File: config.mk
export PLATFORM = sky130hd
export DESIGN_NAME = rgb_pattern_gen_flat
export DESIGN_NICKNAME = d
export VERILOG_FILES = /design/src/rtl/rgb_pattern_gen_if.sv /design/src/rtl/rgb_pattern_gen.sv /design/src/flat_wrapper.sv
export SDC_FILE = /design/constraint.sdc
export NUM_CORES = 1
export LEC_CHECK = 0
export CAP_MARGIN = 40
export CORE_MARGIN = 2
export CORE_UTILIZATION = 56
export CTS_BUF_LIST = sky130_fd_sc_hd__clkbuf_4 sky130_fd_sc_hd__clkbuf_8
export DETAILED_ROUTE_END_ITERATION = 6
export GPL_ROUTABILITY_DRIVEN = 0
export PLACE_DENSITY = 0.82
export SYNTH_ARGS = -nofsm -noshare
export SYNTH_HDL_FRONTEND = slang
export SYNTH_SLANG_ARGS = --single-unit
File: constraint.sdc
create_clock -name clk -period 2.8 [get_ports clk]
set_clock_uncertainty 0.05 [all_clocks]
set_input_delay 0.56 -clock clk [delete_from_list [all_inputs] [get_ports clk]]
set_output_delay 0.56 -clock clk [all_outputs]
set_load 0.01 [all_outputs]
File: src/rtl/rgb_pattern_gen_if.sv
// Pixel bus from the pattern generator to the JPEG encoder input path.
// The generator owns every signal; the encoder only listens.
interface rgb_pattern_gen_if #(
  parameter int unsigned DW = 24
);
  logic          rgb_clk;
  logic          rgb_de;
  logic          rgb_sof;
  logic          rgb_eol;
  logic [DW-1:0] rgb_data;

  modport master (output rgb_clk, rgb_de, rgb_sof, rgb_eol, rgb_data);
  modport slave  (input  rgb_clk, rgb_de, rgb_sof, rgb_eol, rgb_data);
endinterface

File: src/rtl/rgb_pattern_gen.sv
// Parametrised RGB test-pattern source: raster counters, IDLE/RUN frame sequencing and
// one output register stage driving the encoder's rgb_* bus.
module rgb_pattern_gen #(
  parameter int unsigned H_ACTIVE = 720,
  parameter int unsigned V_ACTIVE = 480,
  parameter int unsigned H_BLANK  = 10,
  parameter int unsigned V_BLANK  = 1,
  parameter int unsigned COLOR_W  = 8,
  parameter int unsigned FRAME_W  = 8,
  parameter int unsigned CHK_LOG2 = 3
) (
  input  logic                 clk,
  input  logic                 rst,
  input  logic                 start,
  input  logic                 stop,
  input  logic [2:0]           mode,
  input  logic [FRAME_W-1:0]   frames,
  input  logic [3*COLOR_W-1:0] solid_color,
  rgb_pattern_gen_if.master    rgb,
  output logic                 busy,
  output logic                 frame_done
);

  localparam int unsigned DW      = 3 * COLOR_W;
  localparam int unsigned H_TOTAL = H_ACTIVE + H_BLANK;
  localparam int unsigned V_TOTAL = V_ACTIVE + V_BLANK;
  localparam int unsigned HW      = $clog2(H_TOTAL);
  localparam int unsigned VW      = $clog2(V_TOTAL);
  localparam int unsigned BAR_W   = H_ACTIVE / DW;
  // Guards the divider when the line is narrower than DW; no bar is lit then.
  localparam int unsigned BAR_DIV = (BAR_W == 0) ? 1 : BAR_W;

  localparam logic [HW-1:0] H_LAST     = HW'(H_TOTAL - 1);
  localparam logic [VW-1:0] V_LAST     = VW'(V_TOTAL - 1);
  localparam logic [HW-1:0] H_ACT      = HW'(H_ACTIVE);
  localparam logic [HW-1:0] H_ACT_LAST = HW'(H_ACTIVE - 1);
  localparam logic [VW-1:0] V_ACT      = VW'(V_ACTIVE);
  localparam logic [HW-1:0] BAR_END    = HW'(DW * BAR_W);
  localparam logic [HW-1:0] BAR_DIV_H  = HW'(BAR_DIV);

  typedef enum logic [0:0] {StIdle, StRun} state_e;

  state_e             state_q, state_d;
  logic [HW-1:0]      h_q, h_d;
  logic [VW-1:0]      v_q, v_d;
  logic [FRAME_W-1:0] frame_idx_q, frame_idx_d;
  logic [FRAME_W-1:0] frames_q, frames_d;
  logic [2:0]         mode_q, mode_d;
  logic [DW-1:0]      color_q, color_d;
  logic               stop_seen_q, stop_seen_d;

  logic               frame_end;
  logic               last_frame;
  logic               de_c;
  logic [DW-1:0]      pix;
  logic [COLOR_W-1:0] h_lo, v_lo, f_lo;
  logic [HW-1:0]      h_sh;
  logic [VW-1:0]      v_sh;

  logic               de_q, sof_q, eol_q;
  logic [DW-1:0]      data_q;

  assign frame_end  = (state_q == StRun) && (h_q == H_LAST) && (v_q == V_LAST);
  assign last_frame = (frames_q != '0) && ((frame_idx_q + FRAME_W'(1)) == frames_q);

  always_comb begin
    state_d     = state_q;
    h_d         = h_q;
    v_d         = v_q;
    frame_idx_d = frame_idx_q;
    frames_d    = frames_q;
    mode_d      = mode_q;
    color_d     = color_q;
    stop_seen_d = stop_seen_q;
    frame_done  = 1'b0;

    case (state_q)
      StIdle: begin
        h_d         = '0;
        v_d         = '0;
        frame_idx_d = '0;
        stop_seen_d = 1'b0;
        if (start) begin
          frames_d = frames;
          mode_d   = mode;
          color_d  = solid_color;
          state_d  = StRun;
        end
      end
      default: begin
        if (h_q == H_LAST) begin
          h_d = '0;
          v_d = (v_q == V_LAST) ? '0 : v_q + VW'(1);
        end else begin
          h_d = h_q + HW'(1);
        end
        stop_seen_d = stop_seen_q | stop;
        if (frame_end) begin
          frame_done  = 1'b1;
          stop_seen_d = 1'b0;
          mode_d      = mode;
          color_d     = solid_color;
          // A stop on this very cycle still ends the frame being finished.
          if (last_frame || stop_seen_q || stop) begin
            state_d     = StIdle;
            frame_idx_d = '0;
          end else begin
            frame_idx_d = frame_idx_q + FRAME_W'(1);
          end
        end
      end
    endcase
  end

  always_comb begin
    h_lo = COLOR_W'(h_q);
    v_lo = COLOR_W'(v_q);
    f_lo = COLOR_W'(frame_idx_q);
    h_sh = h_q >> CHK_LOG2;
    v_sh = v_q >> CHK_LOG2;
    pix  = '0;
    case (mode_q)
      3'd0: if (h_q < BAR_END) pix = DW'(1) << (h_q / BAR_DIV_H);
      3'd1: pix = color_q;
      3'd2: pix = {h_lo, h_lo, h_lo};
      3'd3: pix = (h_sh[0] ^ v_sh[0]) ? '1 : '0;
      3'd4: pix = {f_lo, v_lo, h_lo};
      default: pix = '0;
    endcase
  end

  assign de_c = (state_q == StRun) && (h_q < H_ACT) && (v_q < V_ACT);

  always_ff @(posedge clk) begin
    if (rst) begin
      state_q     <= StIdle;
      h_q         <= '0;
      v_q         <= '0;
      frame_idx_q <= '0;
      frames_q    <= '0;
      mode_q      <= '0;
      color_q     <= '0;
      stop_seen_q <= 1'b0;
      de_q        <= 1'b0;
      sof_q       <= 1'b0;
      eol_q       <= 1'b0;
      data_q      <= '0;
    end else begin
      state_q     <= state_d;
      h_q         <= h_d;
      v_q         <= v_d;
      frame_idx_q <= frame_idx_d;
      frames_q    <= frames_d;
      mode_q      <= mode_d;
      color_q     <= color_d;
      stop_seen_q <= stop_seen_d;
      de_q        <= de_c;
      sof_q       <= de_c && (h_q == '0) && (v_q == '0);
      eol_q       <= de_c && (h_q == H_ACT_LAST);
      data_q      <= de_c ? pix : '0;
    end
  end

  assign busy         = (state_q == StRun);
  assign rgb.rgb_clk  = clk;
  assign rgb.rgb_de   = de_q;
  assign rgb.rgb_sof  = sof_q;
  assign rgb.rgb_eol  = eol_q;
  assign rgb.rgb_data = data_q;

endmodule

File: src/flat_wrapper.sv
// flat-port wrapper written by rule: the top's interface ports become plain ports
module rgb_pattern_gen_flat 
#(
  parameter int unsigned H_ACTIVE = 720,
  parameter int unsigned V_ACTIVE = 480,
  parameter int unsigned H_BLANK  = 10,
  parameter int unsigned V_BLANK  = 1,
  parameter int unsigned COLOR_W  = 8,
  parameter int unsigned FRAME_W  = 8,
  parameter int unsigned CHK_LOG2 = 3
)
  (clk, rst, start, stop, mode, frames, solid_color, busy, frame_done, rgb_rgb_clk, rgb_rgb_de, rgb_rgb_sof, rgb_rgb_eol, rgb_rgb_data);
  rgb_pattern_gen_if #(.DW((3 * COLOR_W))) rgb_i ();
  input  logic clk;
  input  logic rst;
  input  logic start;
  input  logic stop;
  input  logic [2:0] mode;
  input  logic [FRAME_W-1:0] frames;
  input  logic [3*COLOR_W-1:0] solid_color;
  output logic busy;
  output logic frame_done;
  output wire logic [$bits(rgb_i.rgb_clk)-1:0] rgb_rgb_clk;
  output wire logic [$bits(rgb_i.rgb_de)-1:0] rgb_rgb_de;
  output wire logic [$bits(rgb_i.rgb_sof)-1:0] rgb_rgb_sof;
  output wire logic [$bits(rgb_i.rgb_eol)-1:0] rgb_rgb_eol;
  output wire logic [$bits(rgb_i.rgb_data)-1:0] rgb_rgb_data;
  assign rgb_rgb_clk = rgb_i.rgb_clk;
  assign rgb_rgb_de = rgb_i.rgb_de;
  assign rgb_rgb_sof = rgb_i.rgb_sof;
  assign rgb_rgb_eol = rgb_i.rgb_eol;
  assign rgb_rgb_data = rgb_i.rgb_data;
  rgb_pattern_gen #(.H_ACTIVE(H_ACTIVE), .V_ACTIVE(V_ACTIVE), .H_BLANK(H_BLANK), .V_BLANK(V_BLANK), .COLOR_W(COLOR_W), .FRAME_W(FRAME_W), .CHK_LOG2(CHK_LOG2)) u_core (.clk(clk), .rst(rst), .start(start), .stop(stop), .mode(mode), .frames(frames), .solid_color(solid_color), .rgb(rgb_i), .busy(busy), .frame_done(frame_done));
endmodule
After elaboration in Yosys (flattened, before gate mapping)
Index checks and enable logic that the tools add are counted.
{"block": "word_totals", "reg_bits": 91, "in_bits": 39, "elab_cells": 70}
{"block": "classes", "add_sub_neg": 3, "div_mod_pow": 1, "magnitude_cmp": 2, "n_eq_ne": 9, "shifts": 1, "muxes": 17, "bitwise_logic": 4, "n_reduce_logical": 21}
{"op": "$mux 24", "count": 5}
{"op": "$pmux 24 s5", "count": 1}
{"op": "$shl 1x10->24 const A", "count": 1}
{"op": "$eq 10x10->1 const B", "count": 2}
{"op": "$add 10x1->10 const B", "count": 1}
{"op": "$div 10x5->10 const B", "count": 1}
{"op": "$logic_not 10->1", "count": 1}
{"op": "$lt 10x10->1 const B", "count": 1}
{"op": "$add 9x1->9 const B", "count": 1}
{"op": "$eq 9x9->1 const B", "count": 1}
{"op": "$logic_not 9->1", "count": 1}
{"op": "$lt 9x9->1 const B", "count": 1}
{"op": "$mux 3", "count": 3}
{"op": "$mux 9", "count": 1}
{"op": "$add 8x1->8 const B", "count": 1}
{"op": "$eq 8x8->1", "count": 1}
{"op": "$logic_and 1x1->1", "count": 8}
{"op": "$mux 8", "count": 1}
{"op": "$reduce_bool 8->1", "count": 1}
{"op": "$eq 3x2->1 const B", "count": 2}
{"op": "$mux 1", "count": 6}
{"op": "$reduce_or 3->1", "count": 2}
{"op": "$reduce_and 2->1", "count": 2}
{"op": "$reduce_or 2->1", "count": 2}
{"op": "other kinds (9)", "count": 11}

Longest topological paths before layout
{"block": "logic_depth", "word_depth": 8, "depth_mapped": 11, "depth_no_buf": 8}

==> impl_metrics.py <==
metrics = {
    "pwr": {
        "seq_power_share_pct": 52.1,
        "p_leak_nw": 2.12,
        "powerDensity_nw_per_um2": 448,
        "switching_power_w": 0.000689,
        "ir_drop_mv": 0.350,
        "finalPower_w": 0.00261,
        "clockPowerShare_pct": 39.4,
        "switching_share_pct": 26.4,
        "p_int_w": 0.00192,
        "pwr-share-comb_pct": 8.5,
    },
    "floorplan": {
        "core_area_um2": 8220,
        "die_h_um": 96.0,
        "initial_core_util_pct": 57.7,
        "die_width_um": 96.0,
        "rows": 33,
        "die_area_um2": 9220,
        "num_io_pins": 69,
    },
    "route": {
        "ant_nets": 0,
        "drcViolationCount": 0,
        "vias": 4650,
        "drt_first_pass_iters": 5,
        "wl_per_cell_um": 16.4,
        "wl_um": 12600,
        "viasPerCell": 6.05,
        "drt_iter0_markers": 448,
    },
    "cts": {
        "postCtsSetupBuffers": 0,
        "cts_hold_buf": 0,
        "worstSkewPairLatency_ns": 0.48,
        "clkTransAtPathRegs_ns": 0.09,
        "cts_tree": "yes",
    },
    "synth": {
        "synth_cell_types": 69,
        "ys.flop_type": "dfxtp_1",
        "synth_adder_area_share_pct": 2.08,
        "synth-seq-area-share_pct": 38.4,
        "yosys_warnings": 0,
        "synth_top_area_share_pct": 38.4,
        "synthXorXnorAreaFrac_pct": 7.39,
        "synth_edf_count": 0,
        "synth-seq-cells": 91,
        "synth_top_family_by_area": "simple AND/OR/NAND/NOR gates",
        "synth_compound_area_share_pct": 22.0,
        "post_synth.cell_area_avg_um2": 7.97,
        "async_flop_share_pct": 0,
        "syn_area_um2": 4740,
        "synth_nets": 641,
        "synth.mux.area_fraction_pct": 0.871,
        "synth_area_leaders": "dfxtp_1 (38%), nand2_1 (8.5%), a21oi_1 (5.4%), xor2_1 (4.1%), nor2_1 (3.8%)",
        "synthSimpleGateAreaFrac_pct": 24.1,
        "synthCells": 595,
        "synth_top_area_cell": "dfxtp_1",
    },
    "global_routing": {
        "grt_pass1_wl_um": 20300,
        "antenna_found_initial": 0,
        "grt_pass1_vias": 4291,
        "grt_use_total_pct": 28.7,
        "grt_overflow": 0,
        "grt_max_degree": 37,
    },
    "sta": {
        "worst_pin_slew_ns": 0.706,
        "slew_headroom_pct": 52.8,
        "setup_tns_ns": 0,
        "drv_slew": 0,
        "rsz0062_at_grt": "no",
        "setup_violations": 0,
        "setup_ws_ns": 0.100,
        "final-hold-violation-count": 0,
    },
    "layout": {
        "fill_cells": 666,
        "nets": 704,
        "area_growth_pct": 22.8,
        "fin_cells": 768,
        "drive_above_1_share_pct": 10.1,
        "antenna_cells": 0,
        "final_common_cell": "nand2_1",
        "final_cell_mix": "nand2_1 (106), dfxtp_1 (86), clkdlybuf4s50_1 (67), a21oi_1 (51), nor2_1 (48)",
    },
    "worst_setup_path": {
        "end_kind": "output port",
        "crit_required_ns": 2.19,
        "crit_type": "clock port to output port",
        "arrival_ns": 2.09,
        "cp_max_fo": 2,
        "worst_setup_path_start_kind": "clock port",
    },
    "placement": {
        "hpwlAfterDp_um": 9560,
        "dp.cells": 749,
        "port_buffers": 68,
        "preCtsSetupSlack_ns": 0.0623,
    },
    "min_path": {
        "hold_path_class": "flop to flop",
    },
    "status": {
        "status": "completed",
    },
    "run": {
        "maxCapViolCount": 0,
    },
}
[worst paths after layout]
kind | startpoint | endpoint | slack (ns) | cells past startpoint
worst min-delay path | u_core.color_q[3]$_SDFFE_PP0P_ | u_core.color_q[3]$_SDFFE_PP0P_ | 0.41 | 2
worst max register to register | u_core.h_q[5]$_SDFF_PP0_ | u_core.rgb.rgb_data[2]$_SDFF_PP0_ | 0.15 | 8
worst min register to register | u_core.color_q[3]$_SDFFE_PP0P_ | u_core.color_q[3]$_SDFFE_PP0P_ | 0.41 | 2
worst max-delay path | clk | rgb_rgb_clk | 0.10 | 3
[Yosys cell counts (5+ instances only)]
master / n
and3_1: 10
nand2_1: 107
inv_1: 8
clkbuf_1: 32
nand3_1: 10
a221oi_1: 8
xnor2_1: 18
nor2b_1: 8
xor2_1: 22
nor2_1: 48
buf_2: 7
ha_1: 7
buf_4: 5
a21oi_1: 51
nand2b_1: 6
nand4_1: 12
a22oi_1: 15
o31ai_1: 15
o32ai_1: 11
dfxtp_1: 91
o21ai_0: 23
[registers in the layout, summed over array words and instances, names as in the netlist]
name	cells
u_core.rgb.rgb_eol	1
u_core.stop_seen_q	1
u_core.v_q	9
u_core.color_q	24
u_core.rgb.rgb_data	24
u_core.mode_q	3
u_core.f_lo	8
u_core.rgb.rgb_sof	1
u_core.rgb.rgb_de	1
u_core.busy	1
u_core.frames_q	8
u_core.h_q	10
[critical path, stage by stage]
cell,delay [ns]
clkbuf_8,0.11
clkbuf_8,0.12
clkdlybuf4s50_1,0.47
[cell families (layout without fill, tap and decap cells)]
logic type	Yosys count	in the layout
AO/OA/AOI/OAI	157	157
XOR/XNOR	40	40
adder cells (fa/ha/maj)	8	8
flip-flops	91	91
buffers and inverters	55	123
multiplexers	4	4
AND/OR/NAND/NOR	240	240
[power by group through the flow]
stage | clock network (W) | registers (W) | logic [W]
final | 0.00103 | 0.00136 | 0.000221
after global routing | 0.00109 | 0.00136 | 0.000245
after CTS | 0.00103 | 0.00136 | 0.000220
after detailed placement | 0.0000363 | 0.00139 | 0.000219
after global placement | 0.0000363 | 0.00139 | 0.000212
after floorplan | 0.0000294 | 0.00138 | 0.000125
[stage by stage]
stage                     instance area [um2]  hold WS (ns)  util, %
after floorplan                          4740         0.375        -
after global placement                   5550         0.390     67.6
after detailed placement                 5550         0.396     67.6
after CTS                                5790         0.410     70.5
after global routing                     5820         0.436     70.9
final                                    5820         0.411     70.9
[timing repair]
action,CTS,global route
resized for setup,3,14
pin swaps,1,0
hold endpoints to repair,0,0
setup endpoints to repair,1,25
[cell type report]
class,instances,area [um2],area share [%]
repair buffers,95,876,15.0
inverters,8,30.0,0.516
flip-flops and latches,91,1830,31.4
well taps,105,131,2.26
multi-input cells,449,2710,46.5
clock inverters,6,57.6,0.988
clock buffers,14,189,3.24
[layer usage]
metal | global-route usage (%) | up-vias | wire (um)
met5 | 0 | - | 0
met4 | 10.7 | 0 | 269
met3 | 6.03 | 37 | 951
met2 | 49.4 | 220 | 6210
met1 | 35.0 | 2158 | 5200
li1 | - | 2235 | -
No activity file was read; power rests on OpenSTA's default activity.
